## src/rtl/sd_dat_block_rx.sv

```systemverilog
// SD-card DAT-line block receiver: start-bit search with timeout, byte assembly,
// per-lane CRC16-CCITT and end-bit checking for single- and multi-block reads.
module sd_dat_block_rx #(
    parameter int BUS_WIDTH   = 4,
    parameter int BLOCK_BYTES = 512,
    parameter int TIMEOUT     = 1000000,
    parameter int TAIL_CLKS   = 8
) (
    input  logic                           clk,
    input  logic                           rst_n,
    input  logic                           sdclk_rise,
    input  logic [3:0]                     sddat,
    input  logic                           start,
    input  logic [15:0]                    nblocks,
    input  logic                           abort,
    output logic                           busy,
    output logic                           outvalid,
    output logic [7:0]                     outbyte,
    output logic [$clog2(BLOCK_BYTES)-1:0] outaddr,
    output logic [15:0]                    outblk,
    output logic                           blk_done,
    output logic                           blk_crc_ok,
    output logic                           done,
    output logic                           err_timeout,
    output logic                           err_crc
);
    localparam int ADDR_W = $clog2(BLOCK_BYTES);
    localparam int WAIT_W = (TIMEOUT > 1) ? $clog2(TIMEOUT + 1) : 1;
    localparam int TAIL_W = (TAIL_CLKS > 1) ? $clog2(TAIL_CLKS) : 1;
    localparam int SH_W   = 8 - BUS_WIDTH;
    localparam logic [2:0] SUB_LAST = 3'(8 / BUS_WIDTH - 1);

    typedef enum logic [2:0] {IDLE, WAIT_START, DATA, CRC, ENDBIT, TAIL} state_t;

    state_t                     state_reg, state_next;
    logic [15:0]                nblk_reg, nblk_next;
    logic [WAIT_W-1:0]          wait_reg, wait_next;
    logic [SH_W-1:0]            shift_reg, shift_next;
    logic [2:0]                 sub_reg, sub_next;
    logic [ADDR_W-1:0]          byte_reg, byte_next;
    logic [3:0]                 bit_reg, bit_next;
    logic [TAIL_W-1:0]          tail_reg, tail_next;
    logic                       ok_reg, ok_next;
    logic [BUS_WIDTH-1:0][15:0] crc_reg, crc_next, crc_fed, crc_shl;

    logic                       busy_next, outvalid_next, blk_done_next, blk_crc_ok_next;
    logic                       done_next, err_timeout_next, err_crc_next;
    logic [7:0]                 outbyte_next;
    logic [ADDR_W-1:0]          outaddr_next;
    logic [15:0]                outblk_next;

    logic [BUS_WIDTH-1:0]       lanes;
    logic [BUS_WIDTH-1:0]       lane_crc_bad;
    logic [7:0]                 byte_asm;
    logic                       block_ok;
    logic                       unused_lanes;

    assign lanes        = sddat[BUS_WIDTH-1:0];
    assign unused_lanes = &{1'b0, sddat};
    // Data arrives MSB first, so new lane bits always enter at the bottom.
    assign byte_asm     = {shift_reg, lanes};
    assign block_ok     = ok_reg & (&lanes);

    genvar gi;
    generate
        for (gi = 0; gi < BUS_WIDTH; gi++) begin : g_lane
            assign crc_fed[gi] = {crc_reg[gi][14:0], 1'b0}
                               ^ (((crc_reg[gi][15] ^ lanes[gi]) == 1'b1) ? 16'h1021 : 16'h0000);
            // During the CRC phase the computed value is shifted out MSB first and compared.
            assign crc_shl[gi]      = {crc_reg[gi][14:0], 1'b0};
            assign lane_crc_bad[gi] = crc_reg[gi][15] ^ lanes[gi];
        end
    endgenerate

    always_comb begin
        state_next       = state_reg;
        nblk_next        = nblk_reg;
        wait_next        = wait_reg;
        shift_next       = shift_reg;
        sub_next         = sub_reg;
        byte_next        = byte_reg;
        bit_next         = bit_reg;
        tail_next        = tail_reg;
        ok_next          = ok_reg;
        crc_next         = crc_reg;
        outvalid_next    = 1'b0;
        outbyte_next     = outbyte;
        outaddr_next     = outaddr;
        outblk_next      = outblk;
        blk_done_next    = 1'b0;
        blk_crc_ok_next  = 1'b0;
        done_next        = 1'b0;
        err_timeout_next = err_timeout;
        err_crc_next     = err_crc;

        if (abort) begin
            state_next = IDLE;
        end else begin
            case (state_reg)
                IDLE: begin
                    if (start) begin
                        nblk_next        = (nblocks == 16'd0) ? 16'd1 : nblocks;
                        err_timeout_next = 1'b0;
                        err_crc_next     = 1'b0;
                        outblk_next      = 16'd0;
                        wait_next        = '0;
                        state_next       = WAIT_START;
                    end
                end
                WAIT_START: begin
                    if (sdclk_rise) begin
                        if (~|lanes) begin
                            crc_next   = '0;
                            shift_next = '0;
                            sub_next   = 3'd0;
                            byte_next  = '0;
                            ok_next    = 1'b1;
                            state_next = DATA;
                        end else if (wait_reg == WAIT_W'(TIMEOUT)) begin
                            err_timeout_next = 1'b1;
                            done_next        = 1'b1;
                            state_next       = IDLE;
                        end else begin
                            wait_next = wait_reg + 1'b1;
                        end
                    end
                end
                DATA: begin
                    if (sdclk_rise) begin
                        crc_next   = crc_fed;
                        shift_next = byte_asm[SH_W-1:0];
                        if (sub_reg == SUB_LAST) begin
                            sub_next      = 3'd0;
                            outvalid_next = 1'b1;
                            outbyte_next  = byte_asm;
                            outaddr_next  = byte_reg;
                            byte_next     = byte_reg + 1'b1;
                            if (byte_reg == ADDR_W'(BLOCK_BYTES - 1)) begin
                                bit_next   = 4'd0;
                                state_next = CRC;
                            end
                        end else begin
                            sub_next = sub_reg + 1'b1;
                        end
                    end
                end
                CRC: begin
                    if (sdclk_rise) begin
                        crc_next = crc_shl;
                        if (|lane_crc_bad) begin
                            ok_next = 1'b0;
                        end
                        bit_next = bit_reg + 1'b1;
                        if (bit_reg == 4'd15) begin
                            state_next = ENDBIT;
                        end
                    end
                end
                ENDBIT: begin
                    if (sdclk_rise) begin
                        blk_done_next   = 1'b1;
                        blk_crc_ok_next = block_ok;
                        if (!block_ok) begin
                            err_crc_next = 1'b1;
                        end
                        if (outblk == nblk_reg - 16'd1) begin
                            if (TAIL_CLKS == 0) begin
                                done_next  = 1'b1;
                                state_next = IDLE;
                            end else begin
                                tail_next  = '0;
                                state_next = TAIL;
                            end
                        end else begin
                            outblk_next = outblk + 16'd1;
                            wait_next   = '0;
                            state_next  = WAIT_START;
                        end
                    end
                end
                TAIL: begin
                    if (sdclk_rise) begin
                        if (tail_reg == TAIL_W'(TAIL_CLKS - 1)) begin
                            done_next  = 1'b1;
                            state_next = IDLE;
                        end else begin
                            tail_next = tail_reg + 1'b1;
                        end
                    end
                end
                default: state_next = IDLE;
            endcase
        end

        busy_next = (state_next != IDLE);
    end

    always_ff @(posedge clk or negedge rst_n) begin
        if (!rst_n) begin
            state_reg   <= IDLE;
            nblk_reg    <= 16'd0;
            wait_reg    <= '0;
            shift_reg   <= '0;
            sub_reg     <= 3'd0;
            byte_reg    <= '0;
            bit_reg     <= 4'd0;
            tail_reg    <= '0;
            ok_reg      <= 1'b0;
            crc_reg     <= '0;
            busy        <= 1'b0;
            outvalid    <= 1'b0;
            outbyte     <= 8'd0;
            outaddr     <= '0;
            outblk      <= 16'd0;
            blk_done    <= 1'b0;
            blk_crc_ok  <= 1'b0;
            done        <= 1'b0;
            err_timeout <= 1'b0;
            err_crc     <= 1'b0;
        end else begin
            state_reg   <= state_next;
            nblk_reg    <= nblk_next;
            wait_reg    <= wait_next;
            shift_reg   <= shift_next;
            sub_reg     <= sub_next;
            byte_reg    <= byte_next;
            bit_reg     <= bit_next;
            tail_reg    <= tail_next;
            ok_reg      <= ok_next;
            crc_reg     <= crc_next;
            busy        <= busy_next;
            outvalid    <= outvalid_next;
            outbyte     <= outbyte_next;
            outaddr     <= outaddr_next;
            outblk      <= outblk_next;
            blk_done    <= blk_done_next;
            blk_crc_ok  <= blk_crc_ok_next;
            done        <= done_next;
            err_timeout <= err_timeout_next;
            err_crc     <= err_crc_next;
        end
    end

endmodule

```

## config.mk

```make
export PLATFORM = sky130hd
export DESIGN_NAME = sd_dat_block_rx
export DESIGN_NICKNAME = d
export VERILOG_FILES = /design/src/rtl/sd_dat_block_rx.sv
export SDC_FILE = /design/constraint.sdc
export NUM_CORES = 1
export LEC_CHECK = 0
export CAP_MARGIN = 20
export CORE_MARGIN = 2
export CORE_UTILIZATION = 25
export CTS_CLUSTER_DIAMETER = 150
export DETAILED_ROUTE_END_ITERATION = 10
export DONT_BUFFER_PORTS = 1
export REMOVE_ABC_BUFFERS = 1
export SYNTH_ARGS = -nofsm -noshare
export SYNTH_HDL_FRONTEND = slang
export SYNTH_SLANG_ARGS = --single-unit
```

## constraint.sdc

```tcl
create_clock -name clk -period 11.03 [get_ports clk]
set_clock_uncertainty 0.2 [all_clocks]
set_input_delay 1.6545 -clock clk [delete_from_list [all_inputs] [get_ports clk]]
set_output_delay 1.6545 -clock clk [all_outputs]
set_load 0.01 [all_outputs]
```

== Word level (Yosys, flattened, before mapping) ==
Index checks and enable logic that the tools add are counted.

* Add/sub/neg operators: 7
* Eq/ne operators: 28
* Muxes and demuxes: 90
* Bitwise operators: 10
* Reductions and logical operators: 26

{| class="wikitable"
|+ Operators with widths
! kind !! count
|-
| 64-bit two-way mux || 4
|-
| 64-bit one-hot mux with 3 select lines || 1
|-
| 20-bit two-way mux || 6
|-
| 3-bit two-way mux || 22
|-
| 16-bit two-way mux || 4
|-
| 16-bit by 13-bit XOR with 16-bit output || 4
|-
| 20-bit one-hot mux with 3 select lines || 1
|-
| 13-bit two-way mux || 4
|-
| 9-bit two-way mux || 4
|-
| 6-bit AND reduction || 6
|-
| 2-bit inequality test, second input constant || 17
|-
| 16-bit one-hot mux with 2 select lines || 1
|-
| 4-bit two-way mux || 7
|-
| 1-bit two-way mux || 26
|-
| 20-bit by 1-bit adder with 20-bit output, second input constant || 1
|-
| 20-bit == test, second input constant || 1
|-
| 3-bit one-hot mux with 6 select lines || 1
|-
| 9-bit one-hot mux with 2 select lines || 1
|-
| 16-bit by 1-bit adder with 16-bit output, second input constant || 1
|-
| 16-bit == test || 1
|-
| 16-bit zero test || 1
|-
| 4-bit one-hot mux with 2 select lines || 2
|-
| 16-bit by 1-bit subtractor with 16-bit output, second input constant || 1
|-
| 5-bit AND reduction || 3
|-
| other kinds (20) || 41
|}

* Register bits: 167
* Bits of input ports: 25
* Output and inout port bits: 40
* Logic and storage cells: 184

== Depth between registers and ports, before layout ==
* Depth in word-level cells: 7
* Mapped depth: 12
* Gate-level depth less buffers: 11

== Least setup slack after synthesis ==
OpenSTA, ideal clock, no wires.

* Kind: input port to flip-flop
* Start point: input abort
* End point: register outblk[15]
* Setup time: 78 ps
* Arrival: 3367 ps
* Required time: 10752 ps
* Setup slack: 7384 ps
* Stages on the path: 7
* Path buffers: 2
* Cell sequence: nand2b_1 clkbuf_1 nor3_1 nand3_1 buf_2 or3_1 a21oi_1

* Cells in the longest elaborated chain, start to end: 2

{| class="wikitable"
|+ Ends and longest elaborated chain
! element !! RTL line !! RTL
|-
| from (decl) || 15 || <nowiki>input logic abort,</nowiki>
|-
| 1-bit NOT (no line) || -- ||
|-
| 5-bit AND reduction (no line) || -- ||
|-
| to (signal assigned) || 235 || <nowiki>outblk <= outblk_next;</nowiki>
|-
| to (decl) || 20 || <nowiki>output logic [15:0] outblk,</nowiki>
|}

No other way between the ends.
A chain may end at the register's enable or synchronous reset.

== Worst setup path after layout ==
* Start point: register nblk_reg[2]
* End point: register outblk[9]

* Cells in the longest elaborated chain, start to end: 4

{| class="wikitable"
|+ Ends and longest elaborated chain
! element !! RTL line !! RTL
|-
| from (decl) || 36 || <nowiki>logic [15:0] nblk_reg, nblk_next;</nowiki>
|-
| from (signal assigned) || 222 || <nowiki>nblk_reg <= nblk_next;</nowiki>
|-
| 16-bit by 1-bit subtractor with 16-bit output || 166 || <nowiki>if (outblk == nblk_reg - 16'd1) begin</nowiki>
|-
| 16-bit == test || 166 ||
|-
| 2-bit inequality test (no line) || -- ||
|-
| 5-bit AND reduction (no line) || -- ||
|}

No other way between the ends.

==> results.md <==
- Dpl hpwl: 13,010 um
- Top_reg_cell synth: dfrtp_1
- Worst Path Arrival: 4.21 ns
- Max-cap viol count: 0
- # setup viols final: 0
- Leak: 0.003857 uW
- DR iter-0 viols: 340
- Most frequent cells after synthesis: 249 x nand2_1, 167 x dfrtp_1, 90 x o21ai_0
- Post-synth top area cell: dfrtp_1
- Die area: 34,560 um^2
- EDFF count, synth: 0
- Fin cells: 1,359
- Endpoints failing hold: 0
- Resized cells post-CTS: 0
- Area growth syn-to-layout: 12.13%
- Sequential share of the synthesized area: 50.52%
- Hold buffer count at CTS: 0
- Top-count cell post-synth: nand2_1
- Skew-Pair Late Insertion Delay: 0.44 ns
- Synth top area cells: dfrtp_1 51%, nand2_1 11%, o21ai_0 5.4%
- Post-CTS Setup Bufs: 0
- Final min period: 4.053 ns
- GP Congestion: 0.8179
- Maximum VDD drop: 0.0001074 V
- #FFs+latches synth: 167
- Post-synthesis cell type count: 64
- TNS Setup: 0 ns
- Core Area: 32,540 um^2
- DRC: 0
- Clk slew on worst S/H paths: 0.07 ns
- Synthesized cell area: 8272 um^2
- First-pass GRT wire length: 32,670 um
- Row cnt: 66
- Tcrit/Tclk final: 36.75%
- Unrepaired setup endpoints after global routing: false
- Worst Path Required: 11.19 ns
- Die height: 185.9 um
- CTS sink count: 167
- Grt ovf: 0
- Net total in the final layout: 938
- Hold_ws: 0.2797 ns
- Total track usage: 11.93%
- Top cell type's share of synthesized area: 50.52%
- Number of global-route vias before repair: 6,098
- ANT nets after route: 0
- Worst slew margin: 39.93%
- CP peak stage delay: 0.67 ns
- Placed Instances: 1,325
- HP Class: register to register
- WS Path Type: register to register
- Vias post-DR: 6,452
- Critical path's top delay family: simple AND/OR/NAND/NOR gates
- Initial antenna violation count: 0
- Htree depth: 4
- Syn_area_per_cell: 8.942 um^2
- Longest Clk Path Bufs: 2
- Final wirelength: 19,770 um
- Fraction of registers with async set/reset: 100.0%
- Num CTS Buffers: 17
- Root Driver: clkbuf_16
- Initial Util: 25.42%
- Worst path cell trace: or4_4, nor4_1, mux2i_1, a31oi_1, o2111ai_4, nand3_1, or4_1, a21oi_1
- Die width: 185.9 um
- Largest net degree at the start of global routing: 168
- Final Max Slew Viols: 0
- PortBufs: 0
- Max FFs per register: 64
- Layout cells sized above 1: 6.543%
- Critical path endpoint category: register
- Routed wire per std cell: 14.55 um
- CP Buf/Inv Count: 0
- Worst setup SP type: register
- Synth warnings: 0
- Antenna cells: 0
- CTS tree: built
- Worst slew pin tran: 0.8983 ns
- Io pins: 65
- Fmax: 246.7 MHz
- Drt first pass iters: 5
- PD cells: 146.0 nW/um^2
- CP max FO: 23
- Status: completed
- Slowest cell on crit path: or4_1
- Vias per cell: 4.748
- Synth Instances: 925
-- worst reg2reg max path, delay by kind of cell (launching register included) --
kind	cells	cell delay (ns)
muxes	1	0.25
DFF	1	0.44
and+or+nand+nor	4	2.40
AOI/OAI and AO/OA	3	0.69
-- metrics by stage --
step	setup slack, ns	utilization (%)	power [uW]	instance area (um^2)
3_3_place_gp	6.877	26.59	758.9	8652
3_5_place_dp	6.778	26.59	761.3	8652
6_report	6.977	28.51	1355	9275
4_1_cts	6.727	28.39	1371	9236
5_1_grt	6.557	28.51	1416	9275
2_1_floorplan	6.518	-	735.7	8041
-- area by class of cell --
cell class / count / area (um^2)
repair buffers: 8 / 83.83
flip-flops and latches: 167 / 4179
clock buffers: 17 / 425.4
fillers: 3453 / 23260
inverters: 16 / 60.06
multi-input cells: 694 / 3815
clock inverters: 15 / 158.9
well taps: 442 / 553.0
-- cell usage in the layout (no fill, tap or decap), types with 8 or more instances in the layout --
cell       netlist  layout
nand2_1        249     249
dfrtp_1        167     167
o21ai_0         90      90
nor2_1          45      45
a21oi_1         35      35
xnor2_1         24      24
o31ai_1         22      22
nand3_1         20      20
or3_1           19      18
clkbuf_16        0      17
nor3_1          16      16
inv_1           15      15
and3_1          15      15
nand2b_1        15      15
or4_1           15      15
nand4_1         15      15
nor4_1           9       9
ha_1             9       9
o21ai_1          8       8
-- final timing paths --
path | startpoint | slack (ns) | cells after the start | end
max | nblk_reg[2]$_DFFE_PN0P_ | 6.98 | 8 | outblk[9]$_DFFE_PN0P_
min | shift_reg[3]$_DFFE_PN0P_ | 0.28 | 2 | outbyte[7]$_DFFE_PN0P_
max reg2reg | nblk_reg[2]$_DFFE_PN0P_ | 6.98 | 8 | outblk[9]$_DFFE_PN0P_
min reg2reg | shift_reg[3]$_DFFE_PN0P_ | 0.28 | 2 | outbyte[7]$_DFFE_PN0P_
max in group asynchronous | rst_n | 9.63 | 0 | crc_reg[10]$_DFFE_PN0P_
min in group asynchronous | rst_n | 0.71 | 0 | nblk_reg[6]$_DFFE_PN0P_
-- cell families (layout without fill, tap and decap cells) --
group | Yosys count | after routing | share of synthesized area [%]
simple gates | 453 | 453 | 25.76
compound gates | 194 | 194 | 14.64
flops | 167 | 167 | 50.52
buf+inv | 64 | 56 | 3.509
xor+xnor | 29 | 29 | 3.071
fa+ha+maj | 9 | 9 | 1.361
mux | 9 | 9 | 1.134
-- power by group --
part	switching, uW	total [uW]	internal, uW
clock	283	604	321
sequential	23.5	653	629
combinational	56.3	97.3	41.1
-- per-layer routing --
metal | part of all wire [%] | track usage, % | routed length (um)
met3 | 5.7 | 3.346 | 1123
met1 | 48 | 16.77 | 9576
met5 | 0 | 0 | 0
met4 | 0.95 | 3.024 | 187
met2 | 45 | 18.01 | 8887
(Power assumes the default switching activity.)
